[src/rtl/calc1_port_responder.sv]
// calc1_port_responder: two-cycle request port with fixed-latency response.
// Captures a command plus two operands, waits RESP_LAT edges, answers once.
module calc1_port_responder #(
    parameter int unsigned RESP_LAT = 3
) (
    input  logic        c_clk,
    input  logic        reset,
    input  logic [0:3]  req_cmd_in,
    input  logic [0:31] req_data_in,
    output logic [0:1]  out_resp,
    output logic [0:31] out_data,
    output logic        busy,
    output logic        out_drop
);

    typedef enum logic [1:0] {
        IDLE,
        OP2,
        EXEC,
        RESP
    } state_t;

    localparam logic [3:0] CMD_NOP  = 4'd0;
    localparam logic [3:0] CMD_ADD  = 4'd1;
    localparam logic [3:0] CMD_SUB  = 4'd2;
    localparam logic [3:0] CMD_LSH  = 4'd5;
    localparam logic [3:0] CMD_RSH  = 4'd6;
    localparam logic [3:0] LAT_INIT = 4'(RESP_LAT - 1);

    state_t      state_q;
    state_t      state_d;
    logic [3:0]  cnt_q;
    logic [3:0]  cnt_d;
    logic [3:0]  cmd_q;
    logic [31:0] op1_q;
    logic [31:0] op2_q;

    logic [32:0] sum;
    logic [4:0]  amt;
    logic [1:0]  res_code;
    logic [31:0] res_data;
    logic        cmd_seen;

    assign cmd_seen = (req_cmd_in != CMD_NOP);
    assign busy     = (state_q != IDLE);

    // State register and latency counter.
    always_ff @(posedge c_clk or negedge reset) begin
        if (!reset) begin
            state_q <= IDLE;
            cnt_q   <= 4'd0;
        end else begin
            state_q <= state_d;
            cnt_q   <= cnt_d;
        end
    end

    // Next state: EXEC moves on when the counter is about to reach zero.
    always_comb begin
        state_d = state_q;
        cnt_d   = cnt_q;
        case (state_q)
            IDLE: begin
                if (cmd_seen) state_d = OP2;
            end
            OP2: begin
                cnt_d   = LAT_INIT;
                state_d = (LAT_INIT == 4'd0) ? RESP : EXEC;
            end
            EXEC: begin
                if (cnt_q <= 4'd1) begin
                    cnt_d   = 4'd0;
                    state_d = RESP;
                end else begin
                    cnt_d = cnt_q - 4'd1;
                end
            end
            default: begin
                cnt_d   = 4'd0;
                state_d = IDLE;
            end
        endcase
    end

    // Result from captured operands only.
    always_comb begin
        sum      = {1'b0, op1_q} + {1'b0, op2_q};
        amt      = op2_q[4:0];
        res_code = 2'd2;
        res_data = 32'd0;
        case (cmd_q)
            CMD_ADD: begin
                if (!sum[32]) begin
                    res_code = 2'd1;
                    res_data = sum[31:0];
                end
            end
            CMD_SUB: begin
                if (op2_q <= op1_q) begin
                    res_code = 2'd1;
                    res_data = op1_q - op2_q;
                end
            end
            CMD_LSH: begin
                res_code = 2'd1;
                res_data = op1_q << amt;
            end
            CMD_RSH: begin
                res_code = 2'd1;
                res_data = op1_q >> amt;
            end
            default: begin
                res_code = 2'd2;
                res_data = 32'd0;
            end
        endcase
    end

    // Operand capture, one-cycle response and drop pulse.
    always_ff @(posedge c_clk or negedge reset) begin
        if (!reset) begin
            cmd_q    <= 4'd0;
            op1_q    <= 32'd0;
            op2_q    <= 32'd0;
            out_resp <= 2'd0;
            out_data <= 32'd0;
            out_drop <= 1'b0;
        end else begin
            out_resp <= 2'd0;
            out_data <= 32'd0;
            out_drop <= cmd_seen && (state_q == EXEC || state_q == RESP);
            if (state_q == IDLE && cmd_seen) begin
                cmd_q <= req_cmd_in;
                op1_q <= req_data_in;
            end
            if (state_q == OP2) begin
                op2_q <= req_data_in;
            end
            if (state_q == RESP) begin
                out_resp <= res_code;
                out_data <= res_data;
            end
        end
    end

endmodule

[config.mk]
export PLATFORM = sky130hd
export DESIGN_NAME = calc1_port_responder
export DESIGN_NICKNAME = d
export VERILOG_FILES = /design/src/rtl/calc1_port_responder.sv
export SDC_FILE = /design/constraint.sdc
export NUM_CORES = 1
export LEC_CHECK = 0
export CAP_MARGIN = 20
export CORE_MARGIN = 2
export CORE_UTILIZATION = 51
export DETAILED_ROUTE_END_ITERATION = 10
export PLACE_DENSITY = 0.7
export SYNTH_ARGS = -nofsm -noshare
export SYNTH_HDL_FRONTEND = slang
export SYNTH_SLANG_ARGS = --single-unit
[constraint.sdc]
create_clock -name c_clk -period 10.4 [get_ports c_clk]
set_clock_uncertainty 0.15 [all_clocks]
set_input_delay 2.6 -clock c_clk [delete_from_list [all_inputs] [get_ports c_clk]]
set_output_delay 2.6 -clock c_clk [all_outputs]
set_load 0.05 [all_outputs]
### After elaboration in Yosys (flattened, before gate mapping)

Cells that the tools add are included.

* output and inout bits: 36
* register bits: 109
* input bits: 38

* add/subtract/negate cells: 3
* $lt $le $gt $ge: 2
* reductions and logical operators: 8
* shift-type cells: 2
* eq/ne operators: 9
* multiplexer cells: 13

Operator list (count)
* $pmux 32 s4: 1
* $mux 32: 3
* $add 32x32->33: 1
* $le 32x32->1: 1
* $shl 32x5->32: 1
* $shr 32x5->32: 1
* $sub 32x32->32: 1
* $pmux 2 s3: 2
* $pmux 4 s3: 1
* $mux 2: 5
* $eq 4x3->1 const B: 2
* $eq 2x2->1 const B: 2
* $eq 4x1->1 const B: 1
* $eq 4x2->1 const B: 1
* $le 4x1->1 const B: 1
* $mux 4: 1
* $ne 2x2->1 const B: 2
* $reduce_bool 4->1: 1
* $sub 4x1->4 const B: 1
* $eq 2x1->1 const B: 1
* $logic_and 1x1->1: 2
* $logic_not 2->1: 1
* $reduce_and 2->1: 1
* $reduce_bool 2->1: 1
* 2 further kinds: 2

### Logic depth before layout (Yosys ltp)

Gate-level depths: netlist (run 1).

* depth in word-level cells: 4
* mapped depth: 18

### Worst setup path before layout (run 1)

Ideal clock, no wire load.

* path kind: input -> register
* from: input port req_cmd_in[2] (netlist bit)
* to: register op1_q[10]
* data required time: 10.125 ns
* path buffers: 2
* arrival time: 4.109 ns
* cell stages on the path: 5
* slack: 6.016 ns
* cell sequence: nor4_1 -> nand2b_1 -> clkbuf_1 -> clkbuf_1 -> mux2_2

* cells in the longest elaborated chain, start to end: 2

Ends and longest elaborated chain
* start: declaration: RTL line 8 `input logic [0:3] req_cmd_in,`
* $reduce_bool 4->1: RTL line 44 `assign cmd_seen = (req_cmd_in != CMD_NOP);`
* $logic_and 1x1->1: RTL line 132 `if (state_q == IDLE && cmd_seen) begin`
* end signal: assignment: RTL line 134 `op1_q <= req_data_in;`
* end: declaration: RTL line 35 `logic [31:0] op1_q;`

Every way passes these cells.
A chain may end at the register's enable or synchronous reset.

### Worst setup path after layout (run 1)

* from: register op2_q[3]
* to: register out_data[2] (netlist bit)

* cells in the longest elaborated chain, start to end: 4
* elaborated cells on any way between the ends: 9
* those cells by class: add/sub (2); order compare (1); shift (2); mux (4)

Ends and longest elaborated chain
* start: declaration: RTL line 36 `logic [31:0] op2_q;`
* start signal: assignment: RTL line 137 `op2_q <= req_data_in;`
* $sub 32x32->32, or another cell as far along: RTL line 101 `res_data = op1_q - op2_q;`
* $mux 32, on equally long branches: RTL line 99, 93
* $pmux 32 s4 (*): RTL line 91 `case (cmd_q)`
* $mux 32 (*): RTL line 139 `if (state_q == RESP) begin`
* end signal: assignment: RTL line 141 `out_data <= res_data;`
* end: declaration: RTL line 11 `output logic [0:31] out_data,`

Every way passes the cells marked *; elsewhere a longest branch is shown, timed or not.

==> results.sh, run 1 <==
export IMPL_outcome="finished, final reports clean"
export IMPL_drt_first_iter_violations=1451
export IMPL_clockBufferDepth=2
export IMPL_synth_most_common_cell="nor2_1"
export IMPL_syn_nets=1492
export IMPL_yosysTopAreaCellShare_pct=24.0
export IMPL_drive_gt1_share_pct=10.2
export IMPL_overflow=0
export IMPL_final_util_pct=56.7
export IMPL_rsz0062_at_grt="no"
export IMPL_tightest_slew_ps=1040
export IMPL_cts_tree="yes"
export IMPL_ctsResizeCount=0
export IMPL_post_route_worst_setup_slack_ps=5420
export IMPL_start_util_pct=52.1
export IMPL_clkSinkCount=109
export IMPL_path_class="register to register"
export IMPL_cap_viol_max_count=0
export IMPL_cp_required_ps=10530
export IMPL_synthArstFlopShare_pct=100
export IMPL_cts_hold_buf=0
export IMPL_io_pins=74
export IMPL_io_buffer_count=73
export IMPL_place_congestion=0.999
export IMPL_synth_warnings=0
export IMPL_hold_path_class="register to register"
export IMPL_synth_cell_type_count=82
export IMPL_clkTransAtPathRegs_ps=80
export IMPL_area_sequential_um2=2740
export IMPL_hold_viol_final=0
export IMPL_final_setup_tns_ps=0
export IMPL_worstPathArrival_ps=5110
export IMPL_synthTopCellsByCount="nor2_1 (146), a21oi_1 (122), dfrtp_1 (109), nand2_1 (106), o21ai_0 (101)"
export IMPL_syn2layout_area_growth_pct=8.97
export IMPL_ys_seq_area_share_pct=24.0
export IMPL_syn_area_per_cell_um2=8.23
export IMPL_wl_per_cell_um=23.1
export IMPL_slew_viol_final=0
export IMPL_crit_fanout=75
export IMPL_ys_flop_type="dfrtp_1"
export IMPL_dp_slack_ps=5300
export IMPL_drc_errors=0
export IMPL_grt_usage_pct=32.0
export IMPL_synth_edf_count=0
export IMPL_start_kind="register"
export IMPL_cts_setup_buffers=0
export IMPL_via_per_inst=6.78
export IMPL_nets=1489
export IMPL_routed_wl_um=38400
export IMPL_final_antenna_net_count=0
export IMPL_multiInputGateArea_um2=7870
export IMPL_relSlewSlack_pct=30.4
export IMPL_grt_pass1_wl_um=59500
export IMPL_num_rows=54
export IMPL_antenna_found_initial=0
export IMPL_synth_cells=1381
export IMPL_grt_pass1_vias=10300
export IMPL_drt_first_pass_iters=8
export IMPL_netlist_top_cells_area="dfrtp_1 (24%), ha_1 (7.8%), mux4_2 (7.7%), a21oi_1 (5.4%), nor2_1 (4.8%)"
export IMPL_diodes=0
export IMPL_chipHeight_um=153
export IMPL_syn_cell_area_um2=11400
export IMPL_timing_hold_ws_ps=342
export IMPL_endpoint_kind="register"
export IMPL_die_x_um=153
export IMPL_synth_top_area_cell="dfrtp_1"
export IMPL_synth_seq_cells=109
export IMPL_period_share_pct=47.9
export IMPL_insertion_delay_ps=360
export IMPL_cts_buffers=9
export IMPL_setup_viol=0
export IMPL_die_area_um2=23500
export IMPL_core_um2=21800
export IMPL_grt_max_degree=88
export IMPL_vias=11300
export IMPL_period_minus_slack_ps=4980
export IMPL_fillers=2045
export IMPL_place_hpwl_um=28800
export IMPL_cts_root_buf="clkbuf_16"
export IMPL_htreeDepth=3
export IMPL_max_freq_mhz=201
-- critical path, stage by stage, from the launching register on --
cell       delay (ps)
dfrtp_2           340
buf_4             550
inv_1             630
ha_1              580
nand3_1           150
o21bai_1          170
nand3_1           160
o2bb2ai_1         270
a2111oi_0         810
nor2_1            240
a221o_1           410
o211a_1           240
a22oi_1           170
-- final cells by class --
cell class,count,share of cell area [%]
multi-input cells,1089,63.6
flip-flops and latches,109,22.1
repair buffers,84,6.65
well taps,280,2.83
inverters,85,2.58
clock buffers,10,1.93
clock inverters,5,0.364
-- kinds of logic (layout without fill, tap and decap cells) --
kind of cell	count (synthesis)	after routing	share of synthesized area [%]
buffers and inverters	183	184	6.81
flip-flops	109	109	24.0
AND/OR/NAND/NOR	387	387	15.4
AO/OA/AOI/OAI	466	466	26.8
adder cells (fa/ha/maj)	73	73	8.17
XOR/XNOR	29	29	2.24
multiplexers	134	134	16.6
-- flip-flops by register name (all words and copies together) (netlist names) --
signal / count
out_resp: 2
cnt_q: 4
state_q: 2
out_data: 32
cmd_q: 4
op1_q: 32
out_drop: 1
op2_q: 32
-- final timing paths --
| path | start | end | slack [ps] | cells past startpoint |
|---|---|---|---|---|
| setup / recovery | op2_q[3] | out_data[2] | 5420 | 12 |
| hold / removal | cnt_q[3] | cnt_q[3] | 340 | 1 |
| setup reg to reg | op2_q[3] | out_data[2] | 5420 | 12 |
| hold reg to reg | cnt_q[3] | cnt_q[3] | 340 | 1 |
| max in group asynchronous | reset | op1_q[22] | 6780 | 2 |
| min in group asynchronous | reset | op2_q[0] | 2100 | 1 |
-- cells in the final DEF, fill, tap and decap left out, types with 6 or more instances in the layout --
master and instances:
o21bai_1 13, nand4_1 8, o31ai_1 11, ha_1 70, a21o_1 18, clkbuf_16 9
a31oi_1 16, dfrtp_1 105, mux2i_1 53, or3_1 10, o221ai_1 7, a221oi_1 14
inv_1 80, nand3_1 25, o31a_1 6, clkdlybuf4s50_1 72, or2_2 6, a22oi_1 12
mux4_2 39, o211ai_1 17, a211oi_1 26, mux2_2 42, o21ai_0 101, nor2_1 146
xnor2_1 28, nor2b_1 9, nand2b_1 15, nor4_1 10, a21oi_1 122, o21a_1 10
buf_4 11, nand2_1 106, nor3_1 26, o22ai_1 22
-- per-stage QoR --
stage               instance area [um2]  cells
finish                            12400   1662
global route                      12400   1662
CTS                               12400   1661
detailed placement                12100   1646
global placement                  12100   1646
floorplan                         11400   1381
-- layer usage --
layer	routed length (um)	share of wire, %	up-vias	GRT usage (%)
met2	15800	41	693	45.7
met5	0	0	-	0
li1	-	-	5085	-
met1	17100	45	5402	48.3
met4	1160	3.0	0	9.83
met3	4350	11	93	6.75
Power of run 1 is not shown: default switching activity piles up to over one toggle a cycle in this logic, so the estimate is an artifact.
==> inputs of run 2 (changes only) <==
PLACE_DENSITY = 0.73   (was 0.7)
clock period = 4 ns   (was 10.4 ns; I/O delays follow)
==> run 2 against run 1 <==
  * Global-route usage increased by 2.2 points
  * Setup slack got worse by 5100 ps
  * Critical path type unchanged
  * Die area stayed put
  * Critical endpoint is now out_data[9]
==> results.sh, run 2 (same netlist as run 1, synthesis figures left out) <==
export IMPL_path_class="register to register"
export IMPL_hold_path_class="register to register"
export IMPL_cp_top_family="compound AO/OA/AOI/OAI gates"
export IMPL_routed_wl_um=40500
export IMPL_cp_required_ps=4100
export IMPL_path_cells="buf_4, fa_1, nand2b_1, a21o_1, a21oi_2, nor4b_1, o41ai_1, buf_4, a21boi_0, o221ai_1, o2bb2ai_1"
export IMPL_grt_pass1_vias=10600
export IMPL_place_congestion=1.09
export IMPL_setup_viol=0
export IMPL_rsz0062_at_grt="no"
export IMPL_overflow=0
export IMPL_multiInputGateArea_um2=7870
export IMPL_cts_tree="yes"
export IMPL_worstPathArrival_ps=3800
export IMPL_die_x_um=153
export IMPL_syn2layout_area_growth_pct=12.8
export IMPL_critPathSlowestCell="nor4b_1"
export IMPL_area_sequential_um2=2730
export IMPL_cts_hold_buf=0
export IMPL_insertion_delay_ps=370
export IMPL_cts_buffers=9
export IMPL_die_area_um2=23500
export IMPL_grt_max_degree=74
export IMPL_endpoint_kind="register"
export IMPL_final_antenna_net_count=0
export IMPL_cap_viol_max_count=0
export IMPL_period_share_pct=92.4
export IMPL_min_path_cells=2
export IMPL_tightest_slew_ps=916
export IMPL_io_buffer_count=73
export IMPL_cts_setup_buffers=0
export IMPL_r2r_slack_ps=300
export IMPL_nets=1543
export IMPL_via_per_inst=6.67
export IMPL_cts_root_buf="clkbuf_16"
export IMPL_clockBufferDepth=2
export IMPL_grt_pass1_wl_um=63300
export IMPL_grt_usage_pct=34.3
export IMPL_max_freq_mhz=271
export IMPL_final_cells=1717
export IMPL_reg_top3="op1_q: 32 flops, op2_q: 32 flops, out_data: 32 flops"
export IMPL_htreeDepth=3
export IMPL_num_rows=54
export IMPL_cp_slowest_stage_delay_ps=640
export IMPL_crit_top_cell="buf_4"
export IMPL_r2r_cells=11
export IMPL_io_pins=74
export IMPL_timing_hold_ws_ps=346
export IMPL_critPathBufInv=2
export IMPL_dp_cells=1700
export IMPL_crit_cells=11
export IMPL_drive_gt1_share_pct=13.5
export IMPL_final_setup_tns_ps=0
export IMPL_start_util_pct=52.1
export IMPL_hold_viol_final=0
export IMPL_start_kind="register"
export IMPL_place_hpwl_um=31100
export IMPL_slew_viol_final=0
export IMPL_clkTransAtPathRegs_ps=80
export IMPL_crit_fanout=46
export IMPL_clkSinkCount=109
export IMPL_period_minus_slack_ps=3700
export IMPL_ctsResizeCount=0
export IMPL_outcome="finished, final reports clean"
export IMPL_final_common_cell="nor2_1"
export IMPL_vias=11500
export IMPL_drt_first_pass_iters=6
export IMPL_chipHeight_um=153
export IMPL_layout_common_cells="nor2_1 (146), a21oi_1 (122), nand2_1 (106)"
export IMPL_core_um2=21800
export IMPL_fillers=2018
export IMPL_drt_first_iter_violations=1837
export IMPL_antenna_found_initial=1
export IMPL_drc_errors=0
export IMPL_relSlewSlack_pct=38.1
export IMPL_wl_per_cell_um=23.6
## run 2: cell count changes in the layout (fill, tap and decap cells not counted), sizes merged
| cell | delta |
|---|---|
| buf | +54 |
| clkinv | -1 |
| diode | +1 |
| inv | +1 |
## run 2: routing by layer
metal  routed length, um  global-route usage, %  vias to the layer above  part of all wire (%)
met1               17600                   51.7                     5497                    43
met5                   0                      0                        -                     0
met2               16900                   49.2                      682                    42
li1                    -                      -                     5198                     -
met3                4930                   7.71                       80                    12
met4                1120                   9.08                        0                   2.8
## run 2: path summary, 6_finish.rpt
kind,to,from
setup / recovery,out_data[9],op2_q[1]
hold / removal,cmd_q[0],cmd_q[0]
setup reg to reg,out_data[9],op2_q[1]
hold reg to reg,cmd_q[0],cmd_q[0]
max in group asynchronous,out_data[19],reset
min in group asynchronous,op2_q[3],reset
## run 2: area by class of cell
class                      count  area share [%]
multi-input combinational   1089            61.4
sequential                   109            21.3
timing repair buffer         138            9.88
tap                          280            2.73
inverter                      85            2.49
clock buffer                  10            1.79
clock inverter                 5           0.351
antenna                        1          0.0195
## run 2: metrics by stage
stage / instance area, um2 / util [%] / setup WS [ps]
floorplan: 11400 / - / 138
CTS: 12800 / 58.6 / 446
detailed placement: 12500 / 57.4 / 487
global placement: 12500 / 57.4 / 471
finish: 12800 / 58.7 / 304
global route: 12800 / 58.7 / 6.33
## run 2: worst min-delay path: cells and delay by family, from the launching register on
kind | cells | cell delay, ps
AND/OR/NAND/NOR | 2 | 110
flip-flops | 1 | 360
Power of run 2 is left out for the same reason.
